### config.mk
export PLATFORM = sky130hd
export DESIGN_NAME = snes_poll_scheduler
export DESIGN_NICKNAME = d
export VERILOG_FILES = /design/src/rtl/snes_pkg.sv /design/src/rtl/sync_2ff.sv /design/src/rtl/snes_poll_scheduler.sv
export SDC_FILE = /design/constraint.sdc
export NUM_CORES = 1
export LEC_CHECK = 0
export ABC_AREA = 1
export CORE_MARGIN = 5
export CORE_UTILIZATION = 50
export DETAILED_ROUTE_END_ITERATION = 10
export GPL_TIMING_DRIVEN = 1
export PLACE_DENSITY = 0.74
export SLEW_MARGIN = 5
export SYNTH_ARGS = -nofsm -noshare
export SYNTH_HDL_FRONTEND = slang
export SYNTH_SLANG_ARGS = --single-unit
### constraint.sdc
create_clock -name CLOCK -period 2.8 [get_ports CLOCK]
set_input_delay 0.42 -clock CLOCK [delete_from_list [all_inputs] [get_ports CLOCK]]
set_output_delay 0.42 -clock CLOCK [all_outputs]
set_load 0.01 [all_outputs]
### src/rtl/snes_pkg.sv
// ---------------------------------------------------------------------------
// snes_pkg
// Shared definitions for the SNES controller poll scheduler:
//   - default timing constants for a 50 MHz clock
//   - FSM state encoding
//   - named bit positions within the 12-bit BUTTONS words
// ---------------------------------------------------------------------------
package snes_pkg;

    // Default timing, in clock cycles at 50 MHz
    localparam int LATCH_CYC_DEF = 600;     // 12 us latch strobe
    localparam int HALF_CYC_DEF  = 300;     // 6 us shift-clock half period
    localparam int POLL_CYC_DEF  = 833333;  // 60 Hz poll period

    // The pad always shifts out 16 bits; only the first 12 are buttons.
    localparam int NUM_BITS = 16;

    typedef enum logic [2:0] {
        ST_IDLE  = 3'd0,
        ST_LATCH = 3'd1,
        ST_HIGH  = 3'd2,
        ST_LOW   = 3'd3,
        ST_DONE  = 3'd4
    } state_e;

    // Bit positions inside BUTTONS1/BUTTONS2 (serial order from the pad)
    localparam int BTN_B      = 0;
    localparam int BTN_Y      = 1;
    localparam int BTN_SELECT = 2;
    localparam int BTN_START  = 3;
    localparam int BTN_UP     = 4;
    localparam int BTN_DOWN   = 5;
    localparam int BTN_LEFT   = 6;
    localparam int BTN_RIGHT  = 7;
    localparam int BTN_A      = 8;
    localparam int BTN_X      = 9;
    localparam int BTN_L      = 10;
    localparam int BTN_R      = 11;

    localparam int NUM_BTN = BTN_R + 1;

endpackage

### src/rtl/sync_2ff.sv
// ---------------------------------------------------------------------------
// sync_2ff
// Two-flop synchronizer for one asynchronous pad data line. Both flops
// reset to 1, the idle (released) level of an SNES data line.
// Ports:
//   clk_i  - clock
//   rst_i  - asynchronous active-high reset
//   d_i    - asynchronous input
//   q_o    - synchronized output (two cycles of latency)
// ---------------------------------------------------------------------------
module sync_2ff (
    input  logic clk_i,
    input  logic rst_i,
    input  logic d_i,
    output logic q_o
);

    logic meta_q;
    logic sync_q;

    always_ff @(posedge clk_i or posedge rst_i) begin
        if (rst_i) begin
            meta_q <= 1'b1;
            sync_q <= 1'b1;
        end else begin
            meta_q <= d_i;
            sync_q <= meta_q;
        end
    end

    assign q_o = sync_q;

endmodule

### src/rtl/snes_poll_scheduler.sv
// ---------------------------------------------------------------------------
// snes_poll_scheduler
// Periodically polls two SNES controllers sharing LATCH/PULSE and publishes
// their 12 button bits as active-high words.
//
// Ports:
//   CLOCK     - single clock, rising edge
//   RESET     - asynchronous active-high reset
//   ENABLE    - a poll starts on a poll tick only while ENABLE=1
//   DATA1/2   - serial pad data, active-low, asynchronous
//   LATCH     - shared latch strobe
//   PULSE     - shared shift clock, idles high
//   BUTTONS1/2- button words, bit order B,Y,Sel,Start,U,D,L,R,A,X,L,R
//   VALID     - one-cycle strobe in the cycle BUTTONS1/2 take new values
//   BUSY      - high from LATCH rise through the VALID cycle
//
// Handshake: VALID is a plain one-cycle strobe with no ready/back-pressure;
// BUTTONS1/2 are stable from the VALID cycle until the next VALID.
//
// Timing: LATCH rises in the cycle after the poll tick. A poll is
// LATCH_CYC cycles of LATCH, then 16 x (HALF_CYC high + HALF_CYC low) of
// PULSE, then one DONE cycle; VALID is registered from DONE, so LATCH rise
// to VALID is LATCH_CYC + 32*HALF_CYC + 1 cycles.
// ---------------------------------------------------------------------------
module snes_poll_scheduler
    import snes_pkg::*;
#(
    parameter int LATCH_CYC = LATCH_CYC_DEF,
    parameter int HALF_CYC  = HALF_CYC_DEF,
    parameter int POLL_CYC  = POLL_CYC_DEF
) (
    input  logic        CLOCK,
    input  logic        RESET,
    input  logic        ENABLE,
    input  logic        DATA1,
    input  logic        DATA2,
    output logic        LATCH,
    output logic        PULSE,
    output logic [11:0] BUTTONS1,
    output logic [11:0] BUTTONS2,
    output logic        VALID,
    output logic        BUSY
);

    localparam int CNT_MAX = (LATCH_CYC > HALF_CYC) ? LATCH_CYC : HALF_CYC;
    localparam int CNT_W   = $clog2(CNT_MAX + 1);
    localparam int POLL_W  = $clog2(POLL_CYC);

    localparam logic [CNT_W-1:0]  LATCH_LAST = CNT_W'(LATCH_CYC - 1);
    localparam logic [CNT_W-1:0]  HALF_LAST  = CNT_W'(HALF_CYC - 1);
    localparam logic [POLL_W-1:0] POLL_LAST  = POLL_W'(POLL_CYC - 1);
    localparam logic [3:0]        IDX_LAST   = 4'(NUM_BITS - 1);

    // A poll must finish (including the VALID cycle) before the next tick.
    generate
        if (POLL_CYC <= LATCH_CYC + 32 * HALF_CYC + 2) begin : g_bad_params
            $error("snes_poll_scheduler: POLL_CYC too short for one poll");
        end
    endgenerate

    state_e              state_q, state_d;
    logic [CNT_W-1:0]    cnt_q, cnt_d;
    logic [3:0]          idx_q, idx_d;
    logic [POLL_W-1:0]   poll_q;
    logic                poll_tick;
    logic                sample_en;
    logic                data1_s, data2_s;
    logic [NUM_BTN-1:0]  samp1_q, samp2_q;
    logic [NUM_BTN-1:0]  btn1_q, btn2_q;
    logic                valid_q;

    sync_2ff u_sync1 (.clk_i(CLOCK), .rst_i(RESET), .d_i(DATA1), .q_o(data1_s));
    sync_2ff u_sync2 (.clk_i(CLOCK), .rst_i(RESET), .d_i(DATA2), .q_o(data2_s));

    // Free-running poll counter; the wrap cycle is the tick.
    assign poll_tick = (poll_q == POLL_LAST);

    always_ff @(posedge CLOCK or posedge RESET) begin
        if (RESET)          poll_q <= '0;
        else if (poll_tick) poll_q <= '0;
        else                poll_q <= poll_q + 1'b1;
    end

    // FSM state register
    always_ff @(posedge CLOCK or posedge RESET) begin
        if (RESET) begin
            state_q <= ST_IDLE;
            cnt_q   <= '0;
            idx_q   <= '0;
        end else begin
            state_q <= state_d;
            cnt_q   <= cnt_d;
            idx_q   <= idx_d;
        end
    end

    // FSM next-state logic
    always_comb begin
        state_d = state_q;
        cnt_d   = cnt_q;
        idx_d   = idx_q;
        case (state_q)
            ST_IDLE: begin
                cnt_d = '0;
                // valid_q guard keeps the VALID cycle inside the busy window
                if (poll_tick && ENABLE && !valid_q) state_d = ST_LATCH;
            end
            ST_LATCH: begin
                if (cnt_q == LATCH_LAST) begin
                    state_d = ST_HIGH;
                    cnt_d   = '0;
                    idx_d   = '0;
                end else begin
                    cnt_d = cnt_q + 1'b1;
                end
            end
            ST_HIGH: begin
                if (cnt_q == HALF_LAST) begin
                    state_d = ST_LOW;
                    cnt_d   = '0;
                end else begin
                    cnt_d = cnt_q + 1'b1;
                end
            end
            ST_LOW: begin
                if (cnt_q == HALF_LAST) begin
                    cnt_d   = '0;
                    idx_d   = idx_q + 1'b1;
                    state_d = (idx_q == IDX_LAST) ? ST_DONE : ST_HIGH;
                end else begin
                    cnt_d = cnt_q + 1'b1;
                end
            end
            ST_DONE: state_d = ST_IDLE;
            default: state_d = ST_IDLE;
        endcase
    end

    // FSM outputs
    always_comb begin
        LATCH = (state_q == ST_LATCH);
        PULSE = (state_q != ST_LOW);
        BUSY  = (state_q != ST_IDLE) || valid_q;
    end

    // Sample on the last HIGH cycle; bits 12..15 have no slot and drop out.
    assign sample_en = (state_q == ST_HIGH) && (cnt_q == HALF_LAST);

    always_ff @(posedge CLOCK or posedge RESET) begin
        if (RESET) begin
            samp1_q <= '0;
            samp2_q <= '0;
        end else if (sample_en) begin
            for (int b = 0; b < NUM_BTN; b++) begin
                if (idx_q == 4'(b)) begin
                    samp1_q[b] <= data1_s;
                    samp2_q[b] <= data2_s;
                end
            end
        end
    end

    // Publish whole words only, so a partial shift is never visible.
    always_ff @(posedge CLOCK or posedge RESET) begin
        if (RESET) begin
            btn1_q  <= '0;
            btn2_q  <= '0;
            valid_q <= 1'b0;
        end else begin
            valid_q <= (state_q == ST_DONE);
            if (state_q == ST_DONE) begin
                btn1_q <= ~samp1_q;
                btn2_q <= ~samp2_q;
            end
        end
    end

    assign BUTTONS1 = btn1_q;
    assign BUTTONS2 = btn2_q;
    assign VALID    = valid_q;

endmodule

==> impl_results.md <==
- Status: complete, no violations
- Root Buffer: clkbuf_8
- CTS sink cnt: 90
- Finished layout cell area: 4850 um^2
- Max cap viols: 0
- Clock Skews: 12.8 ps
- Pwr Density: 480 nW/um^2
- Syn_nets: 516
- Num CTS Buffers: 9
- Area delta synth->final: 15.6%
- Startpoint Class: register
- Final setup fails: 0
- Cell count after placement: 631
- Part of the power in registers: 0.563
- Final wirelength: 8120 um
- Dpl hpwl: 5900 um
- Share of the yosys chip area belonging to registers: 0.538
- Final Worst Setup Slack: 533 ps
- HP Class: input pin to async pin
- Cts hold-fix bufs: 0
- Count of input and output buffers: 32
- Total chip power: 2.33 mW
- DRT antenna net count: 0
- Tcrit/Tclk final: 0.809
- Most common library cell in the layout ignoring fill and taps: nand2_1
- Synth Instances: 504
- CTS tree: yes
- Top Ports: 33
- Mean area per synthesized cell: 8.32 um^2
- Worst vdd ir: 0.000282 V
- Clk buf depth: 2
- Utilization after layout: 0.593
- Die H: 102 um
- First-pass GRT wire length: 14300 um
- Gpl congestion: 0.929
- Most frequent cells in the layout: nand2_1 (150), dfrtp_1 (86), nor2_1 (56)
- Pre-Repair DR Iteration Count: 4
- Most numerous cell on the critical path: nor2_1
- Total gr overflow: 0
- WHS: 286 ps
- Clk pwr share: 0.423
- Clk slew on worst S/H paths: 90 ps
- Clock Latency Late Sink: 350 ps
- Initial Util: 0.513
- Post-CTS Setup Inserts: 0
- Die X: 102 um
- Crit path max fanout: 12
- Minimum clock period: 2270 ps
- Tightest Pin Transition: 768 ps
- Worst Path Arrival: 1850 ps
- Total Nets Final: 549
- Slowest-stage cell, CP: dfrtp_1
- Area after DPL: 4620 um^2
- Vias: 3309
- Antenna Cells: 0
- Critical path class: register to output port
- Vias per inst: 5.11
- Die ar.: 10300 um^2
- Worst-case reg-to-reg path depth: 7
- FP Rows: 33
- Cell Chain, Critical Path: nor2_1, inv_1, nor2_1, nand2_1, clkdlybuf4s50_1
- Int Power: 1.83 mW
- Dpl ws: 898 ps
- Switching Share: 0.214
- Reg2Reg Setup Slack: 1020 ps
- Resize count post-CTS: 0
- Drt initial violations: 150
- Endpoints failing hold: 0
- Number of distinct library cells after synthesis: 29
- Final TNS setup: 0 ps
- WP data required: 2380 ps
- LEAKAGE: 2.34 nW
- Largest net degree at the start of global routing: 81
- RSZ-0062 raised after global routing: false
- Warnings from Yosys: 0
- Sw Pwr: 0.499 mW
- WL per Instance: 12.6 um
- Slew margin rel.: 0.486
- Max Freq: 441 MHz
- Post-Layout Cell Count: 647
- Core Box Area: 8180 um^2
- Vias in the first global route: 3210
- CP max stage delay: 530 ps
- FF-to-FF End: poll_q[13]
- Antenna violations before repair: 0
- Layout cell share with drive strength beyond 1: 0.0701
- Critical R2R Launch: poll_q[0]
- #FFs+latches synth: 90
- Total GRT Usage: 0.172
- CP top delay family: buffers and inverters
- Slew Viols, Final: 0
- Crit path buf inv count: 2
- H-tree Lvls: 3
- Logic pwr share: 0.014
- CP Capture Type: output port
- Drt drc: 0
- Cell Area, Synth: 4190 um^2
==> cell type report <==
cell class | instances | area [um^2]
Clock buffer | 10 | 128
Clock inverter | 6 | 96.3
Fill cell | 702 | 3330
Inverter | 52 | 196
Multi-Input combinational cell | 350 | 1690
Sequential cell | 90 | 2260
Tap cell | 105 | 131
Timing Repair Buffer | 34 | 348
==> registers in the layout (all words and copies together), names as in the netlist <==
| name | cells |
|---|---|
| BUTTONS1 | 12 |
| state_q | 3 |
| BUTTONS2 | 12 |
| cnt_q | 10 |
| u_sync2.meta_q | 1 |
| u_sync1.q_o | 1 |
| u_sync2.q_o | 1 |
| samp1_q | 12 |
| idx_q | 4 |
| poll_q | 20 |
| samp2_q | 12 |
| VALID | 1 |
| u_sync1.meta_q | 1 |
==> logic make-up (layout without fill, tap and decap cells) <==
group,Yosys count,in the layout,share of synthesized area
and+or+nand+nor,285,285,0.295
buffers and inverters,64,102,0.0585
xor gates and xnor gates,18,18,0.0376
DFF,90,90,0.538
AOI/OAI and AO/OA,40,40,0.0501
adders and majority gates,7,7,0.0209
==> Yosys cell counts <==
master,instances,share of area
nand4_4,1,0.0051
nand4_1,2,0.0030
or2_2,2,0.0030
o21ai_0,31,0.037
o22ai_1,1,0.0015
nand2_2,1,0.0015
nand3_1,55,0.066
inv_1,47,0.042
clkbuf_1,8,0.0072
nor3_2,1,0.0024
o31ai_1,1,0.0018
o21bai_1,1,0.0018
buf_2,4,0.0048
clkinv_1,1,0.00089
dfrtp_1,86,0.51
xnor2_1,3,0.0063
nor2_4,4,0.011
nor2_1,56,0.050
a21oi_1,5,0.0060
dfstp_2,4,0.025
nor4_1,1,0.0015
nand2_1,150,0.13
a22o_1,1,0.0021
nor2_2,2,0.0030
xor2_1,15,0.031
nor3_1,9,0.011
ha_1,7,0.021
nor3_4,1,0.0039
inv_2,4,0.0036
==> worst max-delay path by stage <==
stage               startpoint           to  slack, ps  cells after the start
floorplan                RESET  BUTTONS1[0]         50                      1
global placement    state_q[2]         BUSY        940                      5
detailed placement  state_q[2]         BUSY        900                      5
CTS                 state_q[2]         BUSY        500                      5
global route        state_q[2]         BUSY        400                      5
finish              state_q[2]         BUSY        530                      5
==> worst reg2reg max path, delay by kind of cell (launching register included) <==
kind | cells | cell delay, ps
adders and majority gates | 1 | 190
buffers and inverters | 2 | 470
DFF | 1 | 430
and+or+nand+nor | 4 | 570
==> routing by layer <==
metal,share of wire,up-vias,global-route usage
met5,0,-,0
li1,-,1662,-
met4,0.017,0,0.0767
met3,0.049,13,0.0255
met2,0.47,89,0.277
met1,0.47,1545,0.233
==> power by group through the flow <==
stage                     registers (mW)  clock network, mW  logic (mW)
after CTS                           1.31               1.01      0.0359
final                               1.31              0.984      0.0336
after detailed placement            1.34                  0      0.0360
after global routing                1.31               1.06      0.0401
after floorplan                     1.33                  0      0.0230
after global placement              1.34                  0      0.0353
Power figures use the tool's default switching activity.
